===== src/rtl/dmac_pkg.sv =====
// rtl/dmac_pkg.sv - shared DMAC constants and FSM state encoding
//
// Purpose: default widths shared by the channel FIFO, the source engine and
//          the destination write engine, plus the engine state encoding.
// Ports:   none (package).
package dmac_pkg;

  localparam int DMAC_DATA_W = 16;
  localparam int DMAC_ADDR_W = 16;
  localparam int DMAC_LEN_W  = 8;

  typedef enum logic [1:0] {
    ST_IDLE  = 2'd0,
    ST_FETCH = 2'd1,
    ST_WRITE = 2'd2,
    ST_DONE  = 2'd3
  } dmac_state_e;

endpackage


===== src/rtl/dma_write_engine_if.sv =====
// rtl/dma_write_engine_if.sv - FIFO-drain and memory-write bus of the write engine
//
// Purpose: bundles the FIFO read side and the single-beat memory write
//          handshake seen by dma_write_engine.
// Ports (master = engine side):
//   fifo_empty in, fifo_dout in, fifo_rd_en out,
//   mem_wr_en out, mem_addr out, mem_wdata out, mem_ack in.
interface dma_write_engine_if
  import dmac_pkg::*;
#(
  parameter int DATA_W = DMAC_DATA_W,
  parameter int ADDR_W = DMAC_ADDR_W
) ();

  logic              fifo_empty;
  logic [DATA_W-1:0] fifo_dout;
  logic              fifo_rd_en;
  logic              mem_wr_en;
  logic [ADDR_W-1:0] mem_addr;
  logic [DATA_W-1:0] mem_wdata;
  logic              mem_ack;

  modport master (
    input  fifo_empty, fifo_dout, mem_ack,
    output fifo_rd_en, mem_wr_en, mem_addr, mem_wdata
  );

  modport slave (
    output fifo_empty, fifo_dout, mem_ack,
    input  fifo_rd_en, mem_wr_en, mem_addr, mem_wdata
  );

endinterface


===== src/rtl/dmac_xfer_cnt.sv =====
// rtl/dmac_xfer_cnt.sv - transfer address up-counter and remaining-word down-counter
//
// Purpose: holds the current transfer address and the number of words still
//          to move; shared by the source and destination engines.
// Ports:
//   clk, rst   clock, asynchronous active-high reset
//   load       take load_addr/load_len (has priority over step)
//   step       one word completed: addr+1 (wraps), remain-1
//   load_addr  first address
//   load_len   word count
//   addr       current address
//   last       remain == 1
module dmac_xfer_cnt
  import dmac_pkg::*;
#(
  parameter int ADDR_W = DMAC_ADDR_W,
  parameter int LEN_W  = DMAC_LEN_W
) (
  input  logic              clk,
  input  logic              rst,
  input  logic              load,
  input  logic              step,
  input  logic [ADDR_W-1:0] load_addr,
  input  logic [LEN_W-1:0]  load_len,
  output logic [ADDR_W-1:0] addr,
  output logic              last
);

  logic [ADDR_W-1:0] addr_q;
  logic [LEN_W-1:0]  remain_q;

  always_ff @(posedge clk or posedge rst) begin
    if (rst) begin
      addr_q   <= '0;
      remain_q <= '0;
    end else if (load) begin
      addr_q   <= load_addr;
      remain_q <= load_len;
    end else if (step) begin
      // Address wraps naturally at 2^ADDR_W; callers never step at remain 0.
      addr_q   <= addr_q + 1'b1;
      remain_q <= remain_q - 1'b1;
    end
  end

  assign addr = addr_q;
  assign last = (remain_q == LEN_W'(1));

endmodule


===== src/rtl/dma_write_engine.sv =====
// rtl/dma_write_engine.sv - DMAC destination engine: drains the FIFO into memory
//
// Purpose: on start, pops xfer_len words from the channel FIFO one at a time
//          and writes each to memory at an incrementing address using a
//          single-beat wr_en/ack handshake; pulses done when finished.
// Ports:
//   clk, rst          clock, asynchronous active-high reset
//   start, abort      one-cycle request (IDLE only) / cancel transfer
//   dst_addr          first destination address (latched on start)
//   xfer_len          word count (latched on start)
//   busy, done        not-IDLE indication / one-cycle completion pulse
//   bus (master)      FIFO read side and memory write handshake
module dma_write_engine
  import dmac_pkg::*;
#(
  parameter int DATA_W = DMAC_DATA_W,
  parameter int ADDR_W = DMAC_ADDR_W,
  parameter int LEN_W  = DMAC_LEN_W
) (
  input  logic              clk,
  input  logic              rst,
  input  logic              start,
  input  logic              abort,
  input  logic [ADDR_W-1:0] dst_addr,
  input  logic [LEN_W-1:0]  xfer_len,
  output logic              busy,
  output logic              done,
  dma_write_engine_if.master bus
);

  dmac_state_e       state_q, state_d;
  logic [DATA_W-1:0] data_q;
  logic [ADDR_W-1:0] cnt_addr;
  logic              cnt_last;
  logic              rd_en;
  logic              cnt_load;
  logic              cnt_step;

  // Pop only while fetching and the FIFO has data; this is the one output
  // that depends combinationally on an input.
  assign rd_en    = (state_q == ST_FETCH) && !bus.fifo_empty;
  assign cnt_load = (state_q == ST_IDLE) && start && !abort && (xfer_len != '0);
  // abort overrides a same-cycle ack, so the address/count do not advance.
  assign cnt_step = (state_q == ST_WRITE) && bus.mem_ack && !abort;

  dmac_xfer_cnt #(
    .ADDR_W (ADDR_W),
    .LEN_W  (LEN_W)
  ) u_cnt (
    .clk       (clk),
    .rst       (rst),
    .load      (cnt_load),
    .step      (cnt_step),
    .load_addr (dst_addr),
    .load_len  (xfer_len),
    .addr      (cnt_addr),
    .last      (cnt_last)
  );

  always_ff @(posedge clk or posedge rst) begin
    if (rst) begin
      state_q <= ST_IDLE;
    end else begin
      state_q <= state_d;
    end
  end

  always_ff @(posedge clk or posedge rst) begin
    if (rst) begin
      data_q <= '0;
    end else if (rd_en) begin
      data_q <= bus.fifo_dout;
    end
  end

  always_comb begin
    state_d = state_q;
    case (state_q)
      ST_IDLE: begin
        if (start && !abort) begin
          state_d = (xfer_len == '0) ? ST_DONE : ST_FETCH;
        end
      end
      ST_FETCH: begin
        if (abort) begin
          state_d = ST_IDLE;
        end else if (rd_en) begin
          state_d = ST_WRITE;
        end
      end
      ST_WRITE: begin
        if (abort) begin
          state_d = ST_IDLE;
        end else if (bus.mem_ack) begin
          state_d = cnt_last ? ST_DONE : ST_FETCH;
        end
      end
      default: begin
        state_d = ST_IDLE;
      end
    endcase
  end

  always_comb begin
    bus.fifo_rd_en = rd_en;
    bus.mem_wr_en  = (state_q == ST_WRITE);
    bus.mem_addr   = cnt_addr;
    bus.mem_wdata  = data_q;
    busy           = (state_q != ST_IDLE);
    done           = (state_q == ST_DONE);
  end

endmodule


===== src/flat_wrapper.sv =====
// flat-port wrapper written by rule: the top's interface ports become plain ports
module dma_write_engine_flat import dmac_pkg::*;
#(
  parameter int DATA_W = DMAC_DATA_W,
  parameter int ADDR_W = DMAC_ADDR_W,
  parameter int LEN_W  = DMAC_LEN_W
)
  (clk, rst, start, abort, dst_addr, xfer_len, busy, done, bus_fifo_empty, bus_fifo_dout, bus_mem_ack, bus_fifo_rd_en, bus_mem_wr_en, bus_mem_addr, bus_mem_wdata);
  dma_write_engine_if #(.DATA_W(DATA_W), .ADDR_W(ADDR_W)) bus_i ();
  input  logic clk;
  input  logic rst;
  input  logic start;
  input  logic abort;
  input  logic [ADDR_W-1:0] dst_addr;
  input  logic [LEN_W-1:0] xfer_len;
  output logic busy;
  output logic done;
  input wire logic [$bits(bus_i.fifo_empty)-1:0] bus_fifo_empty;
  input wire logic [$bits(bus_i.fifo_dout)-1:0] bus_fifo_dout;
  input wire logic [$bits(bus_i.mem_ack)-1:0] bus_mem_ack;
  output wire logic [$bits(bus_i.fifo_rd_en)-1:0] bus_fifo_rd_en;
  output wire logic [$bits(bus_i.mem_wr_en)-1:0] bus_mem_wr_en;
  output wire logic [$bits(bus_i.mem_addr)-1:0] bus_mem_addr;
  output wire logic [$bits(bus_i.mem_wdata)-1:0] bus_mem_wdata;
  assign bus_i.fifo_empty = bus_fifo_empty;
  assign bus_i.fifo_dout = bus_fifo_dout;
  assign bus_i.mem_ack = bus_mem_ack;
  assign bus_fifo_rd_en = bus_i.fifo_rd_en;
  assign bus_mem_wr_en = bus_i.mem_wr_en;
  assign bus_mem_addr = bus_i.mem_addr;
  assign bus_mem_wdata = bus_i.mem_wdata;
  dma_write_engine #(.DATA_W(DATA_W), .ADDR_W(ADDR_W), .LEN_W(LEN_W)) u_core (.clk(clk), .rst(rst), .start(start), .abort(abort), .dst_addr(dst_addr), .xfer_len(xfer_len), .busy(busy), .done(done), .bus(bus_i));
endmodule

===== config.mk =====
export PLATFORM = sky130hd
export DESIGN_NAME = dma_write_engine_flat
export DESIGN_NICKNAME = d
export VERILOG_FILES = /design/src/rtl/dmac_pkg.sv /design/src/rtl/dma_write_engine_if.sv /design/src/rtl/dmac_xfer_cnt.sv /design/src/rtl/dma_write_engine.sv /design/src/flat_wrapper.sv
export SDC_FILE = /design/constraint.sdc
export NUM_CORES = 1
export LEC_CHECK = 0
export CAP_MARGIN = 30
export CORE_UTILIZATION = 44
export DETAILED_ROUTE_END_ITERATION = 10
export GPL_ROUTABILITY_DRIVEN = 0
export GPL_TIMING_DRIVEN = 0
export PLACE_DENSITY = 0.77
export RECOVER_POWER = 25
export SLEW_MARGIN = 20
export SYNTH_ARGS = -nofsm -noshare
export SYNTH_HDL_FRONTEND = slang
export SYNTH_SLANG_ARGS = --single-unit

===== constraint.sdc =====
create_clock -name clk -period 2 [get_ports clk]
set_input_delay 0.4 -clock clk [delete_from_list [all_inputs] [get_ports clk]]
set_output_delay 0.4 -clock clk [all_outputs]
set_load 0.01 [all_outputs]

## Word-level counts from Yosys, hierarchy flattened

Index checks and enable logic that the tools add are counted.

| word-level totals | value |
|---|---|
| bits in writable memories | 0 |
| bits in latches | 0 |
| bits in registers | 42 |
| memory bits (read-only) | 0 |
| memories kept | 0 |

| operators by class | value |
|---|---|
| $mul | 0 |
| order comparisons | 0 |
| $add $sub $neg | 2 |
| bitwise operators | 0 |
| div/mod/pow operators | 0 |
| shifts and indexed selects | 0 |
| reductions and logical operators | 15 |
| equality and inequality tests | 7 |
| multiplexer cells | 12 |

Operators by type and width:

| cell | number |
|---|---|
| $mux W16 | 2 |
| $add A16 B1 Y16 const B | 1 |
| $mux W8 | 2 |
| $mux W2 | 7 |
| $eq A8 B1 Y1 const B | 1 |
| $logic_not A8 Y1 | 1 |
| $reduce_bool A8 Y1 | 1 |
| $sub A8 B1 Y8 const B | 1 |
| $logic_and A1 B1 Y1 | 7 |
| $ne A3 B3 Y1 const B | 2 |
| $pmux W2 S3 | 1 |
| $eq A2 B2 Y1 const B | 2 |
| $reduce_bool A2 Y1 | 2 |
| $reduce_and A3 Y1 | 1 |
| $eq A2 B1 Y1 const B | 1 |
| $logic_not A1 Y1 | 2 |
| $logic_not A2 Y1 | 1 |
| $ne A2 B2 Y1 const B | 1 |

## Longest topological paths before layout

| logic depth | value |
|---|---|
| word-level depth | 5 |
| depth in mapped cells | 7 |

## By module

Synthesis repeated with hierarchy kept, for this count alone.

| unflattened totals | value |
|---|---|
| cells, all modules | 201 |
| area, all modules | 2182.1 um^2 |

By module, submodules not included:

| module | times used | cells an instance | area each (um^2) |
|---|---|---|---|
| dmac_xfer_cnt | 1 | 142 | 1332.5 |
| dma_write_engine | 1 | 59 | 849.6 |

## Worst setup path after synthesis

Ideal clock, no wire load.

| path | value |
|---|---|
| path kind | input port to flip-flop |
| start | input port xfer_len[1] |
| end | register u_core.u_cnt.remain_q[1] |
| path slack | 100 ps |
| stages on the path | 5 |
| data arrival time | 1774 ps |
| setup time | 126 ps |
| buffers on the path | 2 |
| required time | 1874 ps |
| cells stage by stage | or4_1 o211a_1 buf_6 buf_8 a221o_1 |

| between the ends | value |
|---|---|
| cells in the longest elaborated chain, start to end | 3 |
| elaborated cells on any way between the ends | 4 |
| those cells by class | mux (1); reduce/logical (3) |

Ends and longest elaborated chain:

| item | line | text |
|---|---|---|
| start, declared | flat_wrapper.sv:15 | `input logic [LEN_W-1:0] xfer_len;` |
| $reduce_bool A8 Y1 | dma_write_engine.sv:42 | `assign cnt_load = (state_q == ST_IDLE) && start && !abort && (xfer_len != '0);` |
| $logic_and A1 B1 Y1 | dma_write_engine.sv:42 |  |
| $mux W8 or $reduce_bool A2 Y1 (tied branches) | -- |  |
| end signal, assigned | dmac_xfer_cnt.sv:38 | `remain_q <= load_len;` |
| end signal, assigned | dmac_xfer_cnt.sv:42 | `remain_q <= remain_q - 1'b1;` |
| end, declared | dmac_xfer_cnt.sv:30 | `logic [LEN_W-1:0] remain_q;` |

Parallel ways exist; a longest one is shown, timed or not.
A chain may end at the register's enable or synchronous reset.

## Worst setup path in the final report

| path | value |
|---|---|
| start | register u_core.state_q[1] |
| end | output port done |

| between the ends | value |
|---|---|
| cells in the longest elaborated chain, start to end | 1 |

Ends and longest elaborated chain:

| item | line | text |
|---|---|---|
| start, declared | dma_write_engine.sv:31 | `dmac_state_e state_q, state_d;` |
| start signal, assigned | dma_write_engine.sv:64 | `state_q <= state_d;` |
| $eq A2 B2 Y1 | dma_write_engine.sv:110 | `done = (state_q == ST_DONE);` |
| end, declared | flat_wrapper.sv:17 | `output logic done;` |

Every way passes these cells.

==> flow_metrics.py <==
metrics = {
    "logic_synthesis": {
        "yosysTopAreaCellShare_pct": 47.8,
        "synth_edf_count": 0,
        "syn_area_per_cell_um2": 10.2,
        "yosysSeqAreaShare_pct": 47.8,
        "synth_cell_types": 44,
        "ys_async_sr_fraction_pct": 100,
        "syn_area_um2": 2200,
        "yosys.area.top_type": "dfrtp_1",
        "synth_area_leaders": "dfrtp_1 48%, mux2_2 8.2%, o21ai_0 3.9%, nand2_1 3.4%, a221o_1 2.7%",
        "ys_warn_count": 0,
        "synth-seq-cells": 42,
        "synth_nets": 264,
        "ys.flop_type": "dfrtp_1",
        "syn_inst": 215,
    },
    "floorplanning": {
        "core_um2": 4750,
        "dieArea_um2": 5290,
        "dieWidth_um": 72.7,
        "die_h_um": 72.7,
        "ios": 82,
        "start_util_pct": 46.3,
        "row_count": 25,
    },
    "clock_tree": {
        "root_buffer": "clkbuf_8",
        "clockBufferDepth": 2,
        "htree_levels": 2,
        "insertion_delay_ns": 0.30,
        "clock-sinks": 42,
        "hold_buffers": 0,
        "cts_tree": "done",
        "clk_pin_slew_ns": 0.09,
        "cts_inserted_buffers": 5,
    },
    "critical_path": {
        "cp.arrival_ns": 1.57,
        "cp_cell_sequence": "buf_4 > and2_1 > clkdlybuf4s50_1",
        "critPathBufInv": 2,
        "crit_path_max_fanout": 6,
        "critPathLaunchType": "flip-flop",
        "reg2reg_depth": 6,
        "endpoint_kind": "output pin",
        "worstPathRequired_ns": 1.60,
        "max_stage_delay_ns": 0.54,
        "path_delay_family": "buffers and inverters",
        "slowest_stage": "clkdlybuf4s50_1",
        "crit_cells": 3,
        "path_class": "flip-flop to output pin",
    },
    "sta": {
        "skew_ns": 0.0103,
        "setup_violations": 0,
        "worst_pin_slew_ns": 0.773,
        "fin_crit_sh_pct": 98.5,
        "clock.fmax_ghz": 0.507,
        "layout_min_cycle_time_ns": 1.97,
        "maxSlewHeadroom_pct": 48.5,
        "hold_viol_final": 0,
        "slew_violations": 0,
    },
    "routing": {
        "route.detailed.drc": 0,
        "avgViaCountPerCell": 5.48,
        "dr.pass1.iters": 4,
        "drt-initial-drc-count": 108,
        "avgRoutedWirePerCell_um": 14.9,
        "finalWirelength_mm": 5.67,
        "via_count": 2083,
        "drtAntennaViolNets": 0,
    },
    "place": {
        "place_area_um2": 3110,
        "dpl.cell_count": 364,
        "hpwlAfterDp_mm": 3.93,
        "portBuffers": 81,
    },
    "global_route": {
        "antenna_found_initial": 0,
        "track_usage_pct": 22.5,
        "overflow": 0,
        "grt_max_degree": 32,
        "grt_first_pass_wirelength_mm": 9.16,
        "grt_pass1_vias": 1951,
    },
    "layout": {
        "diodes": 0,
        "utilization_pct": 70.2,
        "design_area_um2": 3340,
        "area_growth_pct": 51.8,
        "fin_nets": 361,
        "instances_no_fill": 380,
        "layout-drive-gt1-share_pct": 17.3,
    },
    "worst_hold_path": {
        "hold_class": "primary input to flip-flop",
        "min_path_cells": 3,
    },
    "power": {
        "peakVddDrop_v": 0.000472,
        "finalPower_w": 0.00281,
        "p_leak_nw": 1.36,
        "p_per_area_nw_per_um2": 840,
    },
    "job": {
        "maxCapViolCount": 0,
    },
    "run_status": {
        "outcome": "finished, final reports clean",
    },
}
-- report_power, final --
part           internal, W  switching, W
Sequential         0.00105      0.000192
Clock             0.000278      0.000308
Combinational     0.000594      0.000383
Total              0.00192      0.000883
-- state kept, by name, indices dropped and copies added (netlist names) --
signal	flops
u_core.bus.mem_wdata	16
u_core.u_cnt.addr	16
u_core.u_cnt.remain_q	8
u_core.state_q	2
-- area by class of cell --
cell class,count,area [um^2]
buffer,9,81.3
clock buffer,6,82.6
clock inverter,2,12.5
fill,386,1420
inverter,7,26.3
multi-input combinational,157,1120
sequential,42,1050
tap,67,83.8
timing repair buffer,90,885
-- cells in the final DEF, fill, tap and decap left out, types with 2 or more instances in the layout --
cell and n:
clkbuf_8 6, xor2_1 2, nand2_1 20, clkdlybuf4s50_1 71
buf_4 8, inv_1 7, a21oi_1 4, o211a_1 2
xnor2_1 5, a22oi_1 2, nor2_4 2, dlymetal6s2s_1 2
clkbuf_4 2, o21ai_0 16, dfrtp_1 41, and2_1 3
nand3_1 12, nor2b_1 3, o211ai_1 3, ha_1 3
mux2i_1 2, nand4b_1 2, or3_1 2, o22ai_1 3
a221o_1 6, buf_6 3, mux2_2 16, or4_4 4
nor2_1 12, nor3_1 5, nand4_1 4, dlygate4sd2_1 7
nor4_1 6, a31oi_1 4, nand2b_1 2, clkbuf_2 2
-- what timing repair did --
item	4_1_cts	5_1_grt
buffers inserted	5	3
pin swaps	4	4
endpoints found under the setup margin	24	19
gates resized for setup	22	7
-- worst register-to-register path, stage by stage (launching register included) --
cell       delay, ns
dfrtp_1         0.37
buf_4           0.17
nand4bb_4       0.21
clkbuf_4        0.21
or4_4           0.55
o21ai_0         0.16
a31oi_1         0.10
-- per-layer routing --
layer	track usage, %	part of all wire [%]	up-vias	routed length [um]
li1	-	-	998	-
met1	29.8	45	975	2580
met2	36.4	46	102	2590
met3	5.66	7.6	8	430
met4	6.54	1.3	0	74
met5	0	0	-	0
-- cell families after synthesis --
logic type	synth area share [%]
multiplexers	9.10
AO/OA/AOI/OAI	14.0
flip-flops	47.8
buffers and inverters	3.92
XOR/XNOR	2.79
adder cells (fa/ha/maj)	1.71
AND/OR/NAND/NOR	20.7
-- worst paths after layout --
| kind | slack (ns) | startpoint | end |
|---|---|---|---|
| worst min-delay path | 0.37 | xfer_len[7] | u_core.u_cnt.remain_q[7] |
| worst min register to register | 0.51 | u_core.bus.mem_wdata[5] | u_core.bus.mem_wdata[5] |
| min in group asynchronous | 0.53 | rst | u_core.state_q[1] |
| max in group asynchronous | 0.37 | rst | u_core.u_cnt.addr[1] |
| worst max register to register | 0.12 | u_core.state_q[0] | u_core.u_cnt.addr[12] |
| worst max-delay path | 0.03 | u_core.state_q[1] | done |
-- synth_stat cells (2+ instances only) --
cell type and number:
o21ai_0 17, dfrtp_1 42, nand4b_1 2, xor2_1 2, o211ai_1 3, or4_4 2
nor3_1 5, mux2i_1 2, nor4_1 6, xnor2_1 5, nand2b_1 2, a22oi_1 2
o22ai_1 3, or3_1 2, a31oi_1 4, or4_1 3, mux2_2 16, clkbuf_1 2
a221o_1 6, and2_1 3, o211a_1 2, nand4_1 4, inv_1 7, buf_2 3
a21oi_1 4, ha_1 3, nor2_1 14, nand3_1 12, nor2b_1 3, nand2_1 20
-- per-stage QoR --
step / hold WS, ns / worst slack, ns / setup TNS, ns
after floorplan: 0.466 / 0.0998 / 0
after global placement: 0.487 / -0.693 / -23.39
after detailed placement: 0.495 / -0.684 / -12.71
after CTS: 0.359 / -0.00517 / -0.00517
after global routing: 0.392 / -0.0179 / -0.0207
final: 0.371 / 0.0295 / 0
No activity file was read; power rests on OpenSTA's default activity.
